--- src/rtl/ptwalker_if.sv ---
// rtl/ptwalker_if.sv - PTE read/write port between the page-table walker and the D$/bus arbiter
interface ptwalker_if #(
    parameter int PA_BITS = 56
);
    logic               HPTWReq;
    logic [PA_BITS-1:0] HPTWAdr;
    logic               HPTWWr;
    logic [63:0]        HPTWWrData;
    logic               HPTWValid;
    logic [63:0]        HPTWRdData;

    modport master (
        output HPTWReq, HPTWAdr, HPTWWr, HPTWWrData,
        input  HPTWValid, HPTWRdData
    );

    modport slave (
        input  HPTWReq, HPTWAdr, HPTWWr, HPTWWrData,
        output HPTWValid, HPTWRdData
    );
endinterface

--- src/rtl/ptwalker.sv ---
// rtl/ptwalker.sv - Sv39/Sv48 hardware page-table walker servicing MMU TLB misses
// Optional A/D write-back of leaf PTEs is built when HPTW_ADUPDATE_EN is defined.
module ptwalker #(
    parameter int LEVELS  = 3,
    parameter int PA_BITS = 56,
    parameter int VA_BITS = 39
) (
    input  logic               clk,
    input  logic               reset,
    input  logic               i_TLBMiss,
    input  logic               i_MissIsWrite,
    input  logic [VA_BITS-1:0] i_VAdr,
    input  logic [63:0]        i_SATP_REGW,
    input  logic               i_TLBFlush,
    ptwalker_if.master         hptw,
    output logic [63:0]        o_PTE,
    output logic [1:0]         o_PageTypeWriteVal,
    output logic               o_TLBWrite,
    output logic               o_WalkerPageFault,
    output logic               o_DisableTranslation
);

    typedef enum logic [2:0] {
        S_IDLE,
        S_READ,
        S_CHECK,
`ifdef HPTW_ADUPDATE_EN
        S_UPDATE,
`endif
        S_LEAF,
        S_FAULT
    } state_t;

    localparam logic [1:0] TOP_LEVEL = 2'(LEVELS - 1);
    localparam logic [63:0] PTE_A = 64'h40;
    localparam logic [63:0] PTE_D = 64'h80;

    function automatic logic [8:0] vpn_of(input logic [VA_BITS-1:0] va, input logic [1:0] lvl);
        logic [VA_BITS-1:0] sh;
        sh = va >> (12 + 9 * int'(lvl));
        return sh[8:0];
    endfunction

    function automatic logic [PA_BITS-1:0] pte_adr(input logic [43:0] base, input logic [8:0] vpn);
        logic [55:0] full;
        full = {base, vpn, 3'b000};
        return full[PA_BITS-1:0];
    endfunction

    // PPN bits that must be zero for a leaf found at level lvl
    function automatic logic [43:0] sp_mask(input logic [1:0] lvl);
        return (44'd1 << (9 * int'(lvl))) - 44'd1;
    endfunction

    state_t             r_state;
    logic [1:0]         r_level;
    logic [VA_BITS-1:0] r_vadr;
    logic               r_miss_write;
    logic               r_abort;
    logic [63:0]        r_pte;
    logic               r_req;
    logic [PA_BITS-1:0] r_adr;
    logic               r_tlbwrite;
    logic               r_fault;
`ifdef HPTW_ADUPDATE_EN
    logic               r_wr;
    logic [63:0]        r_wrdata;
`endif

    logic [43:0]        w_pte_ppn;
    logic               w_leaf;
    logic               w_bad;
    logic               w_misaligned;
    logic               w_need_ad;
    logic               w_start;
    logic [PA_BITS-1:0] w_start_adr;
    logic [PA_BITS-1:0] w_next_adr;
    logic               w_unused;

    assign w_pte_ppn    = r_pte[53:10];
    assign w_leaf       = r_pte[1] | r_pte[3];
    assign w_bad        = ~r_pte[0] | (~r_pte[1] & r_pte[2]);
    assign w_misaligned = |(w_pte_ppn & sp_mask(r_level));
    assign w_need_ad    = ~r_pte[6] | (r_miss_write & ~r_pte[7]);
    assign w_start      = i_TLBMiss & ~i_TLBFlush & (i_SATP_REGW[63:60] != 4'd0);
    assign w_start_adr  = pte_adr(i_SATP_REGW[43:0], vpn_of(i_VAdr, TOP_LEVEL));
    assign w_next_adr   = pte_adr(w_pte_ppn, vpn_of(r_vadr, r_level - 2'd1));
    assign w_unused     = ^i_SATP_REGW[59:44];

    always_ff @(posedge clk or negedge reset) begin
        if (!reset) begin
            r_state      <= S_IDLE;
            r_level      <= 2'd0;
            r_vadr       <= '0;
            r_miss_write <= 1'b0;
            r_abort      <= 1'b0;
            r_pte        <= 64'd0;
            r_req        <= 1'b0;
            r_adr        <= '0;
            r_tlbwrite   <= 1'b0;
            r_fault      <= 1'b0;
`ifdef HPTW_ADUPDATE_EN
            r_wr         <= 1'b0;
            r_wrdata     <= 64'd0;
`endif
        end else begin
            r_tlbwrite <= 1'b0;
            r_fault    <= 1'b0;
            case (r_state)
                S_IDLE: begin
                    if (w_start) begin
                        r_vadr       <= i_VAdr;
                        r_miss_write <= i_MissIsWrite;
                        r_level      <= TOP_LEVEL;
                        r_adr        <= w_start_adr;
                        r_req        <= 1'b1;
                        r_abort      <= 1'b0;
                        r_state      <= S_READ;
                    end
                end
                // A flushed walk still waits for its response so the port never sees a dropped read
                S_READ: begin
                    if (i_TLBFlush) r_abort <= 1'b1;
                    if (hptw.HPTWValid) begin
                        r_req   <= 1'b0;
                        r_pte   <= hptw.HPTWRdData;
                        r_state <= (r_abort | i_TLBFlush) ? S_IDLE : S_CHECK;
                    end
                end
                S_CHECK: begin
                    if (i_TLBFlush) begin
                        r_state <= S_IDLE;
                    end else if (w_bad || (w_leaf && w_misaligned) || (!w_leaf && r_level == 2'd0)) begin
                        r_fault <= 1'b1;
                        r_state <= S_FAULT;
                    end else if (w_leaf && w_need_ad) begin
`ifdef HPTW_ADUPDATE_EN
                        r_req    <= 1'b1;
                        r_wr     <= 1'b1;
                        r_wrdata <= r_pte | PTE_A | (r_miss_write ? PTE_D : 64'd0);
                        r_state  <= S_UPDATE;
`else
                        r_fault  <= 1'b1;
                        r_state  <= S_FAULT;
`endif
                    end else if (w_leaf) begin
                        r_tlbwrite <= 1'b1;
                        r_state    <= S_LEAF;
                    end else begin
                        r_level <= r_level - 2'd1;
                        r_adr   <= w_next_adr;
                        r_req   <= 1'b1;
                        r_state <= S_READ;
                    end
                end
`ifdef HPTW_ADUPDATE_EN
                S_UPDATE: begin
                    if (i_TLBFlush) r_abort <= 1'b1;
                    if (hptw.HPTWValid) begin
                        r_req      <= 1'b0;
                        r_wr       <= 1'b0;
                        r_pte      <= r_wrdata;
                        r_tlbwrite <= ~(r_abort | i_TLBFlush);
                        r_state    <= (r_abort | i_TLBFlush) ? S_IDLE : S_LEAF;
                    end
                end
`endif
                S_LEAF:  r_state <= S_IDLE;
                S_FAULT: r_state <= S_IDLE;
                default: r_state <= S_IDLE;
            endcase
        end
    end

    assign hptw.HPTWReq = r_req;
    assign hptw.HPTWAdr = r_adr;
`ifdef HPTW_ADUPDATE_EN
    assign hptw.HPTWWr     = r_wr;
    assign hptw.HPTWWrData = r_wrdata;
`else
    assign hptw.HPTWWr     = 1'b0;
    assign hptw.HPTWWrData = 64'd0;
`endif

    assign o_PTE                = r_pte;
    assign o_PageTypeWriteVal   = r_level;
    assign o_TLBWrite           = r_tlbwrite;
    assign o_WalkerPageFault    = r_fault;
    assign o_DisableTranslation = (r_state != S_IDLE);

endmodule
--- src/flat_wrapper.sv ---
// flat-port wrapper written by rule: the top's interface ports become plain ports
module ptwalker_flat 
#(
    parameter int LEVELS  = 3,
    parameter int PA_BITS = 56,
    parameter int VA_BITS = 39
)
  (clk, reset, i_TLBMiss, i_MissIsWrite, i_VAdr, i_SATP_REGW, i_TLBFlush, o_PTE, o_PageTypeWriteVal, o_TLBWrite, o_WalkerPageFault, o_DisableTranslation, hptw_HPTWReq, hptw_HPTWAdr, hptw_HPTWWr, hptw_HPTWWrData, hptw_HPTWValid, hptw_HPTWRdData);
  ptwalker_if #(.PA_BITS(PA_BITS)) hptw_i ();
  input  logic clk;
  input  logic reset;
  input  logic i_TLBMiss;
  input  logic i_MissIsWrite;
  input  logic [VA_BITS-1:0] i_VAdr;
  input  logic [63:0] i_SATP_REGW;
  input  logic i_TLBFlush;
  output logic [63:0] o_PTE;
  output logic [1:0] o_PageTypeWriteVal;
  output logic o_TLBWrite;
  output logic o_WalkerPageFault;
  output logic o_DisableTranslation;
  output wire logic [$bits(hptw_i.HPTWReq)-1:0] hptw_HPTWReq;
  output wire logic [$bits(hptw_i.HPTWAdr)-1:0] hptw_HPTWAdr;
  output wire logic [$bits(hptw_i.HPTWWr)-1:0] hptw_HPTWWr;
  output wire logic [$bits(hptw_i.HPTWWrData)-1:0] hptw_HPTWWrData;
  input wire logic [$bits(hptw_i.HPTWValid)-1:0] hptw_HPTWValid;
  input wire logic [$bits(hptw_i.HPTWRdData)-1:0] hptw_HPTWRdData;
  assign hptw_HPTWReq = hptw_i.HPTWReq;
  assign hptw_HPTWAdr = hptw_i.HPTWAdr;
  assign hptw_HPTWWr = hptw_i.HPTWWr;
  assign hptw_HPTWWrData = hptw_i.HPTWWrData;
  assign hptw_i.HPTWValid = hptw_HPTWValid;
  assign hptw_i.HPTWRdData = hptw_HPTWRdData;
  ptwalker #(.LEVELS(LEVELS), .PA_BITS(PA_BITS), .VA_BITS(VA_BITS)) u_core (.clk(clk), .reset(reset), .i_TLBMiss(i_TLBMiss), .i_MissIsWrite(i_MissIsWrite), .i_VAdr(i_VAdr), .i_SATP_REGW(i_SATP_REGW), .i_TLBFlush(i_TLBFlush), .hptw(hptw_i), .o_PTE(o_PTE), .o_PageTypeWriteVal(o_PageTypeWriteVal), .o_TLBWrite(o_TLBWrite), .o_WalkerPageFault(o_WalkerPageFault), .o_DisableTranslation(o_DisableTranslation));
endmodule
--- config.mk ---
export PLATFORM = sky130hd
export DESIGN_NAME = ptwalker_flat
export DESIGN_NICKNAME = d
export VERILOG_FILES = /design/src/rtl/ptwalker_if.sv /design/src/rtl/ptwalker.sv /design/src/flat_wrapper.sv
export SDC_FILE = /design/constraint.sdc
export NUM_CORES = 1
export LEC_CHECK = 0
export ABC_CLOCK_PERIOD_IN_PS = 2800
export CELL_PAD_IN_SITES_DETAIL_PLACEMENT = 1
export CELL_PAD_IN_SITES_GLOBAL_PLACEMENT = 1
export CORE_MARGIN = 5
export CORE_UTILIZATION = 31
export CTS_CLUSTER_SIZE = 25
export DETAILED_ROUTE_END_ITERATION = 16
export GPL_TIMING_DRIVEN = 0
export HOLD_SLACK_MARGIN = 0.06
export PLACE_DENSITY = 0.78
export SLEW_MARGIN = 40
export SYNTH_ARGS = -nofsm -noshare
export SYNTH_HDL_FRONTEND = slang
export SYNTH_SLANG_ARGS = --single-unit
--- constraint.sdc ---
create_clock -name clk -period 2.8 [get_ports clk]
set_clock_uncertainty 0.15 [all_clocks]
set_input_delay 0.7 -clock clk [delete_from_list [all_inputs] [get_ports clk]]
set_output_delay 0.7 -clock clk [all_outputs]
set_load 0.01 [all_outputs]
==> flow_summary.yaml <==
status:
  status: "complete, no violations"
clocking:
  cts_tree: "yes"
  worstSkewPairLatency_ns: 0.42
  cts-root-buf: "clkbuf_16"
  cts.htree.levels: 4
  numCtsBuffers: 17
  clockBufferDepth: 2
  cts_sinks: 159
  clkTransAtPathRegs_ns: 0.07
place:
  dp_hpwl_mm: 19.6
  io_buffers: 272
  pre_cts_slack_ns: -0.506
  gp_congestion: 0.725
grt:
  antenna_found_initial: 0
  met3_usage_pct: 5.09
  grt.total_usage_pct: 18.3
  grt_pass1_vias: 6416
  use_met2_pct: 32.5
  grt_max_degree: 65
  grt_pass1_wl_mm: 38.3
  grt_overflow: 0
  grt-busiest-layer: "met2"
  grt_use_met1_pct: 22.1
sta:
  finalCritPeriodShare_pct: 93.3
  setup_viol: 0
  worst_slack_ns: 0.187
  hold_violations: 0
  worst_slew_pin_slew_ns: 0.822
  max_freq_mhz: 383
  drv_slew: 0
  rsz0062_at_grt: "false"
  slew_headroom_pct: 45.2
  period_minus_slack_ns: 2.61
logic_synthesis:
  synthesis.area_um2: 7450
  synth_top_area_share_pct: 53.4
  avgSynthCellArea_um2: 12.2
  synth_most_common_cell: "dfrtp_1"
  ys.flop_type: "dfrtp_1"
  synth_cell_types: 40
  synth-warning-count: 0
  synth_common_cells: "dfrtp_1, buf_4, mux2_2"
  synth_seq_cells: 159
  synth-edff-count: 0
  synthArstFlopShare_pct: 100
  ys_seq_area_share_pct: 53.4
  syn_inst: 610
  yosys.area.top_type: "dfrtp_1"
  synth_area_leaders: "dfrtp_1, mux2_2, buf_4"
route:
  wire_per_inst_um: 19.3
  wirelength_mm: 25.1
  avgViaCountPerCell: 4.48
  drc_errors: 0
  final_antenna_net_count: 0
  dr.pass1.iters: 5
  num_vias: 5839
  drt_iter0_drc: 183
layout:
  layout.nets: 1152
  drive_above_1_share_pct: 22.0
  antenna_cells: 0
  area.growth.synth_to_final_pct: 55.3
  final_core_util_pct: 49.2
floorplanning:
  initial_core_util_pct: 31.7
  die_area_um2: 27200
  core_area_um2: 23500
  die_w_um: 165
  num_rows: 56
  die_y_um: 165
  ios: 364
worst_setup_path:
  criticalPathCategory: "in -> reg"
  cp_slowest_cell: "clkbuf_1"
  cp.required_ns: 2.94
  worstPathArrival_ns: 2.75
  crit_path_max_incr_delay_ns: 0.47
  crit_chain: "clkdlybuf4s50_1 -> nor4_1 -> nor3b_2 -> nor2b_1 -> o21ai_4 -> clkbuf_1 -> o21ai_1"
  worst-path-max-fanout: 10
  endpoint_kind: "register"
  critPathLaunchType: "input pin"
  setup.worst_path.start: "i_SATP_REGW[61]"
  r2r-start: "u_core.o_PageTypeWriteVal[0]$_DFFE_PN0P_"
pwr:
  switching_share_pct: 30.9
  power_frac_seq_pct: 39.4
  peakVddDrop_v: 0.000378
  p_sw_uw: 2710
  p_int_uw: 6070
  power_density_nw_per_um2: 759
  leakage_uw: 0.00531
  p_clk_share_pct: 28.7
  combinationalPowerShare_pct: 31.9
  power_uw: 8780
flow_run:
  maxCapViolations: 0
min_path:
  hold_start: "u_core.hptw.HPTWAdr[20]$_DFFE_PN0P_"
  hold_path.class: "reg -> reg"
stage by stage:
step	instance area [um2]	std cells	hold WS [ns]	setup TNS, ns
6_report	11600	1304	0.327	0
3_3_place_gp	10800	1268	0.313	-1010.62
2_1_floorplan	7700	677	0.254	0
4_1_cts	11600	1304	0.334	0
3_5_place_dp	10900	1270	0.319	-41.04
5_1_grt	11600	1304	0.353	0
cells in the final DEF, fill, tap and decap left out, types with 9 or more instances in the layout:
master           instances
dfrtp_1                158
o21ai_0                 14
nand2_1                 61
conb_1                  68
buf_4                   79
buf_2                   13
mux2_1                  30
mux2_2                  65
clkdlybuf4s50_1        270
clkbuf_16               17
nor2_1                  10
a22oi_1                 10
mux4_2                   9
o21ai_1                 45
mux2i_1                 45
metal layers:
layer,vias to the layer above,routed length [um]
li1,2722,-
met1,2915,10200
met2,183,12900
met3,19,1720
met4,0,311
met5,-,0
timing repair:
action,4_1_cts,5_1_grt
gates resized for setup,8,6
hold buffers,1,0
endpoints found under the hold margin,41,0
pin swaps,1,2
buffers inserted,2,0
endpoints found under the setup margin,62,34
worst max-delay path: cells and delay by family:
family	cells	cell delay, ns
buf+inv	2	0.87
compound gates	2	0.48
simple gates	3	0.69
power by group through the flow:
stage	clock [uW]	combinational (uW)	sequential [uW]
after detailed placement	0	2830	3520
after global placement	0	2760	3470
after floorplan	0	943	3620
after global routing	2670	3020	3570
after CTS	2600	2850	3470
final	2520	2800	3460
cell type report:
class                   count  area [um2]
repair buffers            277        2810
clock buffers              17         425
fillers                  2569       12000
well taps                 319         399
multi-input cells         410        3060
plain buffers              98         676
clock inverters            15         196
flip-flops and latches    159        3980
inverters                   9        33.8
path summary, 6_finish.rpt:
kind / endpoint / slack (ns) / cells past startpoint
max: u_core.hptw.HPTWAdr[34]$_DFFE_PN0P_ / 0.19 / 7
min: u_core.hptw.HPTWAdr[20]$_DFFE_PN0P_ / 0.33 / 2
max reg2reg: u_core.o_PageTypeWriteVal[0]$_DFFE_PN0P_ / 0.20 / 11
min reg2reg: u_core.hptw.HPTWAdr[20]$_DFFE_PN0P_ / 0.33 / 2
max in group asynchronous: u_core.hptw.HPTWAdr[20]$_DFFE_PN0P_ / 1.21 / 3
min in group asynchronous: u_core.hptw.HPTWAdr[46]$_DFFE_PN0P_ / 0.62 / 2
sequential cells by signal (all words and copies together), names as in the netlist:
name and count:
u_core.hptw.HPTWReq 1, u_core.o_TLBWrite 1, u_core.r_vadr 32, u_core.o_PTE 64, u_core.o_PageTypeWriteVal 2, u_core.r_abort 1
u_core.hptw.HPTWAdr 53, u_core.r_miss_write 1, u_core.r_state 3, u_core.o_WalkerPageFault 1
kinds of logic (layout without fill, tap and decap cells):
logic type                 count (synthesis)  count (layout)  synth area share, %
and+or+nand+nor                          102             102                 6.16
muxes                                    149             149                 23.1
other                                      1              68               0.0503
buffers and inverters                    108             416                 9.50
DFF                                      159             159                 53.4
AOI/OAI and AO/OA                         84              84                 6.61
adders and majority gates                  7               7                 1.18
Note: power is estimated with default switching activity, not from simulation.
